`config.mk`:
```
export PLATFORM = sky130hd
export DESIGN_NAME = uart_rx_ctrl_flat
export DESIGN_NICKNAME = d
export VERILOG_FILES = /design/src/rtl/uart_pkg.sv /design/src/rtl/uart_rx_ctrl_if.sv /design/src/rtl/baud_tick_mid.sv /design/src/rtl/uart_rx_ctrl.sv /design/src/flat_wrapper.sv
export SDC_FILE = /design/constraint.sdc
export NUM_CORES = 1
export LEC_CHECK = 0
export ABC_AREA = 1
export CAP_MARGIN = 10
export CORE_MARGIN = 2
export CORE_UTILIZATION = 30
export CTS_CLUSTER_SIZE = 24
export DETAILED_ROUTE_END_ITERATION = 16
export SYNTH_ARGS = -nofsm -noshare
export SYNTH_HDL_FRONTEND = slang
export SYNTH_SLANG_ARGS = --single-unit
export TNS_END_PERCENT = 50
```
`constraint.sdc`:
```
create_clock -name clk -period 1.6 [get_ports clk]
set_input_delay 0.24 -clock clk [delete_from_list [all_inputs] [get_ports clk]]
set_output_delay 0.24 -clock clk [all_outputs]
set_load 0.005 [all_outputs]
```
`src/rtl/uart_pkg.sv`:
```
// Shared types and default parameters for the UART receive path.
package uart_pkg;

  localparam int unsigned BAUD_DIV_DEF  = 1250;
  localparam int unsigned DATA_BITS_DEF = 8;

  typedef enum logic [1:0] {
    IDLE  = 2'd0,
    START = 2'd1,
    DATA  = 2'd2,
    STOP  = 2'd3
  } rx_state_t;

endpackage

```
`src/rtl/uart_rx_ctrl_if.sv`:
```
// Byte handshake between the UART receiver (master) and its consumer (slave).
interface uart_rx_ctrl_if
  import uart_pkg::*;
#(
  parameter int unsigned DATA_BITS = DATA_BITS_DEF
) ();

  logic [DATA_BITS-1:0] rx_data;
  logic                 rx_valid;
  logic                 rx_ready;

  modport master (
    output rx_data,
    output rx_valid,
    input  rx_ready
  );

  modport slave (
    input  rx_data,
    input  rx_valid,
    output rx_ready
  );

endinterface

```
`src/rtl/baud_tick_mid.sv`:
```
// Gated baud counter producing one tick per bit period, placed at mid-bit
// relative to the cycle the enable first went high.
module baud_tick_mid
  import uart_pkg::*;
#(
  parameter int unsigned BAUD_DIV = BAUD_DIV_DEF
) (
  input  logic clk,
  input  logic rst_n,
  input  logic en,
  output logic tick
);

  localparam int unsigned CNT_W = $clog2(BAUD_DIV);
  localparam int unsigned LAST  = BAUD_DIV - 1;
  localparam int unsigned MID   = (BAUD_DIV / 2) - 1;

  logic [CNT_W-1:0] cnt_q;
  logic [CNT_W-1:0] cnt_d;

  always_comb begin
    cnt_d = '0;
    if (en) begin
      if (cnt_q == CNT_W'(LAST)) begin
        cnt_d = '0;
      end else begin
        cnt_d = cnt_q + CNT_W'(1);
      end
    end
  end

  always_ff @(posedge clk or negedge rst_n) begin
    if (!rst_n) begin
      cnt_q <= '0;
    end else begin
      cnt_q <= cnt_d;
    end
  end

  assign tick = en && (cnt_q == CNT_W'(MID));

endmodule

```
`src/rtl/uart_rx_ctrl.sv`:
```
// UART receive controller: synchronises rx, frames start/data/stop bits and
// hands each byte to the consumer through a single-entry holding register.
module uart_rx_ctrl
  import uart_pkg::*;
#(
  parameter int unsigned BAUD_DIV  = BAUD_DIV_DEF,
  parameter int unsigned DATA_BITS = DATA_BITS_DEF
) (
  input  logic              clk,
  input  logic              rst_n,
  input  logic              rx,
  uart_rx_ctrl_if.master    bus,
  output logic              rx_busy,
  output logic              frame_err,
  output logic              overrun_err
);

  localparam int unsigned BIT_W    = $clog2(DATA_BITS + 1);
  localparam int unsigned LAST_BIT = DATA_BITS - 1;

  localparam logic [1:0] S_IDLE  = 2'(IDLE);
  localparam logic [1:0] S_START = 2'(START);
  localparam logic [1:0] S_DATA  = 2'(DATA);
  localparam logic [1:0] S_STOP  = 2'(STOP);

  logic                 rx_meta_q;
  logic                 rx_s_q;
  logic                 rx_prev_q;

  logic [1:0]           state_q,   state_d;
  logic [BIT_W-1:0]     bit_cnt_q, bit_cnt_d;
  logic [DATA_BITS-1:0] shift_q,   shift_d;
  logic [DATA_BITS-1:0] data_q,    data_d;
  logic                 valid_q,   valid_d;
  logic                 ferr_q,    ferr_d;
  logic                 ovr_q,     ovr_d;
  logic                 busy_q,    busy_d;

  logic                 baud_en_c;
  logic                 tick_c;
  logic                 accept_c;

  assign baud_en_c = (state_q != S_IDLE);

  baud_tick_mid #(
    .BAUD_DIV (BAUD_DIV)
  ) u_baud (
    .clk   (clk),
    .rst_n (rst_n),
    .en    (baud_en_c),
    .tick  (tick_c)
  );

  assign accept_c = valid_q && bus.rx_ready;

  // Next-state and registered-output logic.
  always_comb begin
    state_d   = state_q;
    bit_cnt_d = bit_cnt_q;
    shift_d   = shift_q;
    data_d    = data_q;
    valid_d   = valid_q;
    ferr_d    = 1'b0;
    ovr_d     = 1'b0;

    if (accept_c) begin
      valid_d = 1'b0;
    end

    case (state_q)
      S_IDLE: begin
        if (rx_prev_q && !rx_s_q) begin
          state_d = S_START;
        end
      end

      S_START: begin
        if (tick_c) begin
          if (rx_s_q) begin
            state_d = S_IDLE;
          end else begin
            state_d   = S_DATA;
            bit_cnt_d = '0;
          end
        end
      end

      S_DATA: begin
        if (tick_c) begin
          shift_d   = {rx_s_q, shift_q[DATA_BITS-1:1]};
          bit_cnt_d = bit_cnt_q + BIT_W'(1);
          if (bit_cnt_q == BIT_W'(LAST_BIT)) begin
            state_d = S_STOP;
          end
        end
      end

      S_STOP: begin
        if (tick_c) begin
          state_d = S_IDLE;
          // A byte landing in the same cycle the old one drains is not an overrun.
          if (rx_s_q) begin
            if (!valid_q || accept_c) begin
              data_d  = shift_q;
              valid_d = 1'b1;
            end else begin
              ovr_d = 1'b1;
            end
          end else begin
            ferr_d = 1'b1;
          end
        end
      end

      default: begin
        state_d = S_IDLE;
      end
    endcase

    busy_d = (state_d != S_IDLE);
  end

  // Sync flops reset high so a line held low through reset is not an edge.
  always_ff @(posedge clk or negedge rst_n) begin
    if (!rst_n) begin
      rx_meta_q <= 1'b1;
      rx_s_q    <= 1'b1;
      rx_prev_q <= 1'b1;
      state_q   <= S_IDLE;
      bit_cnt_q <= '0;
      shift_q   <= '0;
      data_q    <= '0;
      valid_q   <= 1'b0;
      ferr_q    <= 1'b0;
      ovr_q     <= 1'b0;
      busy_q    <= 1'b0;
    end else begin
      rx_meta_q <= rx;
      rx_s_q    <= rx_meta_q;
      rx_prev_q <= rx_s_q;
      state_q   <= state_d;
      bit_cnt_q <= bit_cnt_d;
      shift_q   <= shift_d;
      data_q    <= data_d;
      valid_q   <= valid_d;
      ferr_q    <= ferr_d;
      ovr_q     <= ovr_d;
      busy_q    <= busy_d;
    end
  end

  assign bus.rx_data  = data_q;
  assign bus.rx_valid = valid_q;
  assign rx_busy      = busy_q;
  assign frame_err    = ferr_q;
  assign overrun_err  = ovr_q;

endmodule

```
`src/flat_wrapper.sv`:
```
// flat-port wrapper written by rule: the top's interface ports become plain ports
module uart_rx_ctrl_flat import uart_pkg::*;
#(
  parameter int unsigned BAUD_DIV  = BAUD_DIV_DEF,
  parameter int unsigned DATA_BITS = DATA_BITS_DEF
)
  (clk, rst_n, rx, rx_busy, frame_err, overrun_err, bus_rx_data, bus_rx_valid, bus_rx_ready);
  uart_rx_ctrl_if #(.DATA_BITS(DATA_BITS)) bus_i ();
  input  logic clk;
  input  logic rst_n;
  input  logic rx;
  output logic rx_busy;
  output logic frame_err;
  output logic overrun_err;
  output wire logic [$bits(bus_i.rx_data)-1:0] bus_rx_data;
  output wire logic [$bits(bus_i.rx_valid)-1:0] bus_rx_valid;
  input wire logic [$bits(bus_i.rx_ready)-1:0] bus_rx_ready;
  assign bus_rx_data = bus_i.rx_data;
  assign bus_rx_valid = bus_i.rx_valid;
  assign bus_i.rx_ready = bus_rx_ready;
  uart_rx_ctrl #(.BAUD_DIV(BAUD_DIV), .DATA_BITS(DATA_BITS)) u_core (.clk(clk), .rst_n(rst_n), .rx(rx), .bus(bus_i), .rx_busy(rx_busy), .frame_err(frame_err), .overrun_err(overrun_err));
endmodule
```
### Word level (Yosys, flattened, before mapping)

Index checks and enable logic that the tools add are counted.

| operators by class | value |
|---|---|
| add/sub/neg operators | 2 |
| equal/unequal tests | 9 |
| muxes and demuxes | 25 |
| reductions and logical operators | 13 |

Operator list:

| kind | count |
|---|---|
| $mux 11 | 2 |
| $mux 1 | 12 |
| $mux 2 | 6 |
| $mux 4 | 3 |
| $add 11x1->11 const B | 1 |
| $eq 11x10->1 const B | 1 |
| $eq 11x11->1 const B | 1 |
| $pmux 2 s4 | 1 |
| $pmux 4 s2 | 1 |
| $reduce_and 4->1 | 2 |
| $reduce_bool 2->1 | 3 |
| $add 4x1->4 const B | 1 |
| $eq 2x2->1 const B | 2 |
| $eq 4x3->1 const B | 1 |
| $ne 2x1->1 const B | 2 |
| $logic_and 1x1->1 | 3 |
| $eq 2x1->1 const B | 1 |
| $logic_not 1->1 | 2 |
| $logic_not 2->1 | 1 |
| $ne 2x2->1 const B | 1 |
| $reduce_and 2->1 | 1 |
| $logic_or 1x1->1 | 1 |

| storage, ports and cells | value |
|---|---|
| register bits after elaboration | 40 |
| input bits | 4 |
| output and inout bits | 12 |
| word-level logic and storage cells | 61 |

### Logic depth before layout (Yosys ltp)

Gate-level depths: netlist of run 1.

| depth | value |
|---|---|
| depth after elaboration | 6 |
| mapped depth | 9 |
| mapped depth without buffers | 9 |

### Modules after synthesis

A second synthesis of run 1 with hierarchy kept.

| second synthesis, totals | value |
|---|---|
| cells, all modules | 201 |
| area, all modules | 1,780.5 um^2 |

By module, submodules not included:

| module | times used | cells an instance | area an instance (um^2) | sequential area each (um^2) |
|---|---|---|---|---|
| uart_rx_ctrl | 1 | 124 | 1,136.1 | 729.4 |
| baud_tick_mid | 1 | 77 | 644.4 | 275.3 |

### Least setup slack after synthesis of run 1

Ideal clock, no wire load.

| path | value |
|---|---|
| kind | reg2reg |
| start point | register u_core.u_baud.cnt_q[0] |
| end point | register u_core.data_q[5], in the netlist u_core.bus.rx_data[5] |
| library setup time | 0.118 ns |
| data arrival time | 1.436 ns |
| required time | 1.482 ns |
| path slack | 0.046 ns |
| cell stages (with the launch flop) | 9 |
| path buffers | 1 |
| period minus slack after synthesis | 1.554 ns |
| cells stage by stage | dfrtp_1 > inv_1 > ha_1 > nand4_4 > nor2_8 > nand3_4 > buf_6 > nand2_2 > o21ai_2 |

| between the ends | value |
|---|---|
| longest elaborated chain between the ends | 3 |

Ends and longest elaborated chain:

| what | RTL line | source |
|---|---|---|
| from (decl) | baud_tick_mid.sv:18 | `logic [CNT_W-1:0] cnt_q;` |
| from (signal assigned) | baud_tick_mid.sv:36 | `cnt_q <= cnt_d;` |
| $eq 11x10->1 | baud_tick_mid.sv:40 | `assign tick = en && (cnt_q == CNT_W'(MID));` |
| $logic_and 1x1->1 | baud_tick_mid.sv:40 |  |
| $reduce_and 4->1 (no source line) | n/a |  |
| to (signal assigned) | uart_rx_ctrl.sv:144 | `data_q <= data_d;` |
| to (decl) | uart_rx_ctrl.sv:33 | `logic [DATA_BITS-1:0] data_q, data_d;` |

Every way passes these cells.
A chain may end at the register's enable or synchronous reset.

### Worst setup path in the final report of run 1

| path | value |
|---|---|
| start point | register u_core.u_baud.cnt_q[1] |
| end point | register u_core.data_q[7], in the netlist u_core.bus.rx_data[7] |

The elaborated chain is that of the path after synthesis.

==> results.sh, run 1 <==
export IMPL_outcome="completed"
export IMPL_clkPwrFrac=0.345
export IMPL_dp_slack_ns=0.0291
export IMPL_rsz0062_at_grt="no"
export IMPL_synthCells=206
export IMPL_vias_per_cell=4.48
export IMPL_drtIter0Drc=70
export IMPL_num_vias=1399
export IMPL_p_leak_nw=1.08
export IMPL_drc=0
export IMPL_clock_path_buffers=2
export IMPL_cp_start_kind="register"
export IMPL_crit_fanout=8
export IMPL_synth_top_family_by_area="simple AND/OR/NAND/NOR gates"
export IMPL_min_period_over_period=0.927
export IMPL_grt_start_max_net_pins=22
export IMPL_async_reset_ff_frac=1.00
export IMPL_fin_nets=242
export IMPL_final_layout_size_suffix_gt1_frac=0.230
export IMPL_dr_pass1_iters=4
export IMPL_antenna_left=0
export IMPL_ys_ff_latch=40
export IMPL_criticalPathCategory="register to register"
export IMPL_synth_xor_area_share=0.0270
export IMPL_design_portCount=16
export IMPL_routed_wl_um=3520
export IMPL_htree_num_levels=2
export IMPL_setup_slack_ns=0.117
export IMPL_final_core_util=0.380
export IMPL_antenna_found_initial=0
export IMPL_start_util=0.309
export IMPL_portBuffers=15
export IMPL_slew_viol_final=0
export IMPL_clock_latency_ns=0.30
export IMPL_synth_main_ff_cell="dfrtp_1"
export IMPL_power_frac_seq=0.469
export IMPL_synth_fa_ha_area_frac=0.0257
export IMPL_netlist_area_um2=1950
export IMPL_core_um2=6310
export IMPL_skew_ns=0.0160
export IMPL_first_global_vias=1328
export IMPL_cts_root_buf="clkbuf_8"
export IMPL_worst_pin_slew_ns=0.491
export IMPL_netSwitchingFraction=0.292
export IMPL_area_growth_pct=23.0
export IMPL_finalHoldViolCount=0
export IMPL_synth_compound_area_frac=0.0771
export IMPL_die_w_um=84.6
export IMPL_synthMuxAreaShare=0
export IMPL_yosysSeqAreaShare=0.516
export IMPL_grt_pass1_wl_um=5990
export IMPL_diodes=0
export IMPL_place_congestion=0.839
export IMPL_cp_end_kind="register"
export IMPL_syn_num_nets=214
export IMPL_cp_data_arrival_time_ns=1.67
export IMPL_reg2regPathDepth=8
export IMPL_die_h_um=84.6
export IMPL_max_cap_viol_count=0
export IMPL_num_rows=29
export IMPL_hold_depth=1
export IMPL_switching_power_mw=0.715
export IMPL_p_comb_frac=0.186
export IMPL_fmax_mhz=674
export IMPL_yosys_area_share_simple=0.281
export IMPL_hold_class="input port to register"
export IMPL_cts_tree="yes"
export IMPL_worst_ep_required_time_ns=1.78
export IMPL_fin_crit_ns=1.48
export IMPL_setup_viol=0
export IMPL_clkTransAtPathRegs_ns=0.08
export IMPL_grt_overflow_total=0
export IMPL_die_area_um2=7150
export IMPL_yosysWarnings=0
export IMPL_synth_cell_types=25
export IMPL_tritoncts_num_sinks=40
export IMPL_ir_drop_uv=502
export IMPL_internal_power_mw=1.73
export IMPL_cts_buffers=5
export IMPL_powerDensity_nw_per_um2=1020
export IMPL_tns_ns=0
export IMPL_grt_usage=0.104
export IMPL_routedWlPerCell_um=11.3
export IMPL_maxSlewHeadroom=0.673
export IMPL_dp_hpwl_um=2500
export IMPL_avgSynthCellArea_um2=9.46
export IMPL_synth_edf_count=0
[worst paths after layout]
check                                        from               endpoint  slack, ns
max reg2reg                u_core.u_baud.cnt_q[1]  u_core.bus.rx_data[7]       0.12
min in group asynchronous                   rst_n      u_core.shift_q[0]       0.43
max                        u_core.u_baud.cnt_q[1]  u_core.bus.rx_data[7]       0.12
min                                            rx       u_core.rx_meta_q       0.35
min reg2reg                      u_core.rx_meta_q          u_core.rx_s_q       0.36
max in group asynchronous                   rst_n       u_core.rx_meta_q       0.61
[routing by layer]
metal | up-vias | global-route usage | share of wire
li1 | 710 | - | -
met4 | 0 | 0.0433 | 0.016
met1 | 658 | 0.138 | 0.48
met2 | 25 | 0.159 | 0.47
met3 | 6 | 0.0305 | 0.036
met5 | - | 0 | 0
[flip-flops by register name (all words and copies together), names as in the netlist]
register and cells:
u_core.bit_cnt_q 4, u_core.bus.rx_data 8, u_core.bus.rx_valid 1, u_core.frame_err 1, u_core.overrun_err 1, u_core.rx_busy 1, u_core.rx_meta_q 1, u_core.rx_prev_q 1
u_core.rx_s_q 1, u_core.shift_q 8, u_core.state_q 2, u_core.u_baud.cnt_q 11
[synthesized netlist by cell type, types with 4 or more instances]
library cell  count  area share
nor3_1            6       0.015
nand3_1           9       0.023
nand2_1          41       0.079
nand4_1           6       0.019
dfrtp_1          37        0.48
ha_1              4       0.026
nor2_1           24       0.046
o21ai_2          16       0.072
xor2_1            6       0.027
inv_1            29       0.056
[stage by stage]
step | hold WS (ns) | instance area [um^2] | std cells | total power, mW
2_1_floorplan | -0.0556 | 1950 | 206 | 1.43
3_3_place_gp | 0.221 | 2220 | 301 | 1.59
3_5_place_dp | 0.233 | 2220 | 301 | 1.59
4_1_cts | 0.333 | 2340 | 310 | 2.45
5_1_grt | 0.329 | 2400 | 312 | 2.59
6_report | 0.346 | 2400 | 312 | 2.45
[what timing repair did]
item | 4_1_cts | 5_1_grt
setup buffers | 0 | 1
gates resized for setup | 0 | 4
hold buffers | 1 | 0
hold endpoints to repair | 19 | 0
endpoints found under the setup margin | 0 | 14
[power by group through the flow]
stage          sequential [mW]  combinational (mW)  clock [mW]
4_1_cts                   1.15               0.426       0.876
3_5_place_dp              1.17               0.422           0
6_report                  1.15               0.456       0.844
2_1_floorplan             1.17               0.256           0
3_3_place_gp              1.17               0.420           0
5_1_grt                   1.16               0.516       0.910
[kinds of logic (layout without fill, tap and decap cells)]
| family | Yosys count | after routing |
|---|---|---|
| simple gates | 104 | 105 |
| compound gates | 18 | 18 |
| xor+xnor | 6 | 6 |
| buf+inv | 34 | 62 |
| flops | 40 | 40 |
| fa+ha+maj | 4 | 4 |
[layout make-up]
class | count | area (um^2)
Clock buffer | 5 | 68.8
Clock inverter | 3 | 47.5
Fill cell | 645 | 3920
Inverter | 32 | 120
Multi-Input combinational cell | 133 | 833
Sequential cell | 40 | 1000
Tap cell | 77 | 96.3
Timing Repair Buffer | 22 | 225
[worst max-delay path, cell delays in order (launching register included)]
cell and delay, ns:
dfrtp_1 0.40, inv_1 0.11, ha_4 0.15, nand4_4 0.13
nor2_8 0.17, buf_12 0.13, nand3_4 0.11, nand2_1 0.11
o21ai_2 0.05
[cells in the final DEF (no fill, tap or decap)]
master	n
nand2_2	2
dfstp_2	3
clkdlybuf4s50_1	14
buf_2	1
buf_12	2
nand3_2	3
nor3_1	6
nor4_1	2
nor3_2	1
a21oi_1	2
ha_4	1
nand3b_1	2
nor2_1	23
ha_1	3
nor2_4	1
clkbuf_8	5
dfrtp_1	37
nand2_4	1
inv_2	3
nor2_8	1
inv_1	29
bufinv_16	1
nand2_1	41
xor2_1	6
clkinv_4	2
nor2_2	3
nand4_4	1
o21ai_2	16
dlygate4sd3_1	1
buf_4	4
nand3_1	9
nand4_1	6
nand3_4	3
(Power assumes the default switching activity.)
==> run 2, diff against run 1 <==
- SKIP_CTS_REPAIR_TIMING: unset -> 1
==> results.sh, run 2 (synthesis gave the netlist of run 1 again) <==
export IMPL_worst_pin_slew_ns=0.491
export IMPL_ir_drop_uv=502
export IMPL_antenna_found_initial=0
export IMPL_clock_latency_ns=0.30
export IMPL_hold_depth=1
export IMPL_area_growth_pct=23.0
export IMPL_dr_pass1_iters=4
export IMPL_grt_usage=0.104
export IMPL_fin_nets=242
export IMPL_mostFrequentLayoutCells="nand2_1 (41), dfrtp_1 (37), inv_1 (29)"
export IMPL_rr_endpoint="u_core.bus.rx_data[7]"
export IMPL_finalHoldViolCount=0
export IMPL_antenna_left=0
export IMPL_fmax_mhz=674
export IMPL_rr_startpoint="u_core.u_baud.cnt_q[1]"
export IMPL_num_vias=1399
export IMPL_die_area_um2=7150
export IMPL_slew_viol_final=0
export IMPL_cp_start_kind="register"
export IMPL_first_global_vias=1322
export IMPL_outcome="completed"
export IMPL_drc=0
export IMPL_grt_overflow_total=0
export IMPL_startpoint="u_core.u_baud.cnt_q[1]"
export IMPL_drtIter0Drc=70
export IMPL_grt_pass1_wl_um=5980
export IMPL_cp_data_arrival_time_ns=1.67
export IMPL_largest_register="u_core.u_baud.cnt_q"
export IMPL_grt_start_max_net_pins=22
export IMPL_max_cap_viol_count=0
export IMPL_final_layout_size_suffix_gt1_frac=0.230
export IMPL_dp_hpwl_um=2500
export IMPL_cts_tree="yes"
export IMPL_powerDensity_nw_per_um2=1020
export IMPL_p_leak_nw=1.08
export IMPL_reg2regPathDepth=8
export IMPL_tritoncts_num_sinks=40
export IMPL_largest_reg_flops=11
export IMPL_routed_wl_um=3520
export IMPL_cts_buffers=5
export IMPL_diodes=0
export IMPL_htree_num_levels=2
export IMPL_start_util=0.309
export IMPL_fin_area_um2=2400
export IMPL_clkTransAtPathRegs_ns=0.08
export IMPL_place_area_um2=2220
export IMPL_crit_fanout=8
export IMPL_num_rows=29
export IMPL_fin_crit_ns=1.48
export IMPL_hp_start="rx"
export IMPL_portBuffers=15
export IMPL_mostFrequentLayoutCell="nand2_1"
export IMPL_setup_viol=0
export IMPL_worst_ep_required_time_ns=1.78
export IMPL_design_portCount=16
export IMPL_tns_ns=0
export IMPL_core_um2=6310
export IMPL_whs_endpoint="u_core.rx_meta_q"
export IMPL_vias_per_cell=4.48
export IMPL_min_period_over_period=0.927
export IMPL_rrSetupSlack_ns=0.12
export IMPL_hold_class="input port to register"
export IMPL_maxSlewHeadroom=0.673
export IMPL_fill_cells=646
export IMPL_rsz0062_at_grt="no"
export IMPL_die_h_um=84.6
export IMPL_criticalPathCategory="register to register"
export IMPL_routedWlPerCell_um=11.3
export IMPL_die_w_um=84.6
export IMPL_skew_ns=0.0160
export IMPL_place_congestion=0.839
export IMPL_cp_end_kind="register"
export IMPL_clock_path_buffers=2
export IMPL_whs_ns=0.346
export IMPL_cts_root_buf="clkbuf_8"
[run 2: cell counts in the layout (fill, tap and decap cells not counted)]
No cell type changed its count.
[run 2: through the flow]
stage / setup WS, ns / util / cells / power [mW]
global route: 0.00330 / 0.380 / 312 / 2.59
floorplan: 0.0460 / - / 206 / 1.43
global placement: 0.0743 / 0.351 / 301 / 1.59
finish: 0.117 / 0.380 / 312 / 2.45
detailed placement: 0.0291 / 0.351 / 301 / 1.59
CTS: 0.00878 / 0.370 / 309 / 2.45
[run 2: worst max-delay path by stage]
| stage | to | depth (start not counted) |
|---|---|---|
| finish | u_core.bus.rx_data[7] | 8 |
| global route | u_core.bit_cnt_q[3] | 9 |
| CTS | u_core.bus.rx_data[7] | 7 |
| detailed placement | u_core.bus.rx_data[7] | 7 |
| global placement | u_core.bus.rx_data[4] | 7 |
| floorplan | u_core.bus.rx_data[5] | 8 |
[run 2: per-layer routing]
layer | GRT usage | vias to the layer above | wire length, um
met2 | 0.158 | 25 | 1640
li1 | - | 710 | -
met4 | 0.0433 | 0 | 57
met1 | 0.138 | 658 | 1700
met3 | 0.0305 | 6 | 126
met5 | 0 | - | 0
[run 2: worst max-delay path, stage by stage, from the launching register on]
cell and delay [ns]:
dfrtp_1 0.40, inv_1 0.11, ha_4 0.15, nand4_4 0.13, nor2_8 0.17, buf_12 0.13, nand3_4 0.11, nand2_1 0.11
o21ai_2 0.05
[run 2: final cells by class]
class,count,area (um^2),area share
well taps,77,96.3,0.0402
multi-input cells,133,833,0.348
flip-flops and latches,40,1000,0.419
repair buffers,22,225,0.0940
inverters,32,120,0.0501
clock buffers,5,68.8,0.0287
clock inverters,3,47.5,0.0198
[run 2: where the power goes]
| group | total (mW) | switching (mW) | internal, mW | leakage [nW] |
|---|---|---|---|---|
| sequential | 1.15 | 0.0638 | 1.08 | 0.534 |
| combinational | 0.456 | 0.277 | 0.179 | 0.486 |
| clock | 0.844 | 0.374 | 0.470 | 0.0583 |
==> run 3, diff against run 2 <==
- PLACE_DENSITY: unset -> 0.5
==> results.sh, run 3 (synthesis gave the netlist of run 1 again) <==
export IMPL_cts_tree="yes"
export IMPL_tns_ns=0
export IMPL_num_vias=1343
export IMPL_area_growth_pct=22.3
export IMPL_criticalPathCategory="register to register"
export IMPL_drc=0
export IMPL_worst_pin_slew_ns=0.399
export IMPL_portBuffers=15
export IMPL_hold_class="input port to register"
export IMPL_die_w_um=84.6
export IMPL_outcome="completed"
export IMPL_clock_latency_ns=0.29
export IMPL_cts_buffers=5
export IMPL_powerDensity_nw_per_um2=1050
export IMPL_dp_hpwl_um=2610
export IMPL_antenna_left=0
export IMPL_maxSlewHeadroom=0.734
export IMPL_place_congestion=0.773
export IMPL_cp_start_kind="register"
export IMPL_dr_pass1_iters=4
export IMPL_fin_crit_ns=1.49
export IMPL_p_leak_nw=1.08
export IMPL_first_global_vias=1361
export IMPL_drtIter0Drc=97
export IMPL_final_core_util=0.377
export IMPL_cp_end_kind="register"
export IMPL_die_area_um2=7150
export IMPL_slew_viol_final=0
export IMPL_finalHoldViolCount=0
export IMPL_mostFrequentLayoutCells="nand2_1 (40), dfrtp_1 (37), inv_1 (27)"
export IMPL_grt_usage=0.111
export IMPL_cp_data_arrival_time_ns=1.68
export IMPL_routedWlPerCell_um=11.5
export IMPL_crit_fanout=18
export IMPL_grt_start_max_net_pins=26
export IMPL_skew_ns=0.00713
export IMPL_num_rows=29
export IMPL_final_layout_size_suffix_gt1_frac=0.238
export IMPL_htree_num_levels=2
export IMPL_mostFrequentLayoutCell="nand2_1"
export IMPL_fin_nets=242
export IMPL_min_period_over_period=0.934
export IMPL_start_util=0.309
export IMPL_tritoncts_num_sinks=40
export IMPL_largest_register="u_core.u_baud.cnt_q"
export IMPL_design_portCount=16
export IMPL_diodes=0
export IMPL_vias_per_cell=4.30
export IMPL_die_h_um=84.6
export IMPL_cts_root_buf="clkbuf_8"
export IMPL_core_um2=6310
export IMPL_largest_reg_flops=11
export IMPL_clock_path_buffers=2
export IMPL_clkTransAtPathRegs_ns=0.08
export IMPL_worst_ep_required_time_ns=1.78
export IMPL_routed_wl_um=3590
export IMPL_grt_pass1_wl_um=6330
export IMPL_setup_viol=0
export IMPL_fmax_mhz=670
export IMPL_ir_drop_uv=740
export IMPL_max_cap_viol_count=0
export IMPL_antenna_found_initial=0
export IMPL_grt_overflow_total=0
## run 3: worst max-delay path: stages, from the launching register on
cell	delay, ns
dfrtp_1	0.41
inv_2	0.08
ha_4	0.14
nand4_4	0.13
nor2_8	0.16
buf_4	0.14
nand2_4	0.14
nand2_1	0.12
o21ai_2	0.05
## run 3: routing by layer
layer	part of all wire	track usage	up-vias
li1	-	-	706
met1	0.53	0.153	611
met2	0.43	0.167	21
met3	0.036	0.0334	5
met4	0.0095	0.0346	0
met5	0	0	-
## run 3: metrics by stage
step / total power, mW / hold slack [ns] / cells / area (um^2) / setup WS, ns
final: 2.51 / 0.355 / 312 / 2380 / 0.106
after global routing: 2.66 / 0.354 / 312 / 2380 / -0.0113
after CTS: 2.51 / -0.132 / 310 / 2350 / -0.00252
after detailed placement: 1.62 / 0.198 / 302 / 2220 / 0.0169
after global placement: 1.61 / 0.198 / 302 / 2220 / 0.0600
after floorplan: 1.43 / -0.0556 / 206 / 1950 / 0.0460
## run 3: report_power, final
part | internal, mW | switching [mW]
registers | 1.08 | 0.0630
logic | 0.190 | 0.289
clock network | 0.510 | 0.372
total | 1.79 | 0.724
## run 3: layout make-up
class / count / area (um^2)
Timing Repair Buffer: 23 / 224
Clock buffer: 6 / 82.6
Multi-Input combinational cell: 132 / 816
Sequential cell: 40 / 1000
Tap cell: 77 / 96.3
Fill cell: 627 / 3930
Inverter: 32 / 120
Clock inverter: 2 / 38.8
## run 3: final timing paths
check | slack, ns | depth (start not counted) | to | from
min in group asynchronous | 0.40 | 2 | u_core.bus.rx_valid | rst_n
setup / recovery | 0.11 | 8 | u_core.shift_q[6] | u_core.u_baud.cnt_q[1]
hold reg to reg | 0.36 | 0 | u_core.rx_s_q | u_core.rx_meta_q
hold / removal | 0.36 | 1 | u_core.rx_meta_q | rx
max in group asynchronous | 0.66 | 3 | u_core.rx_prev_q | rst_n
setup reg to reg | 0.11 | 8 | u_core.shift_q[6] | u_core.u_baud.cnt_q[1]
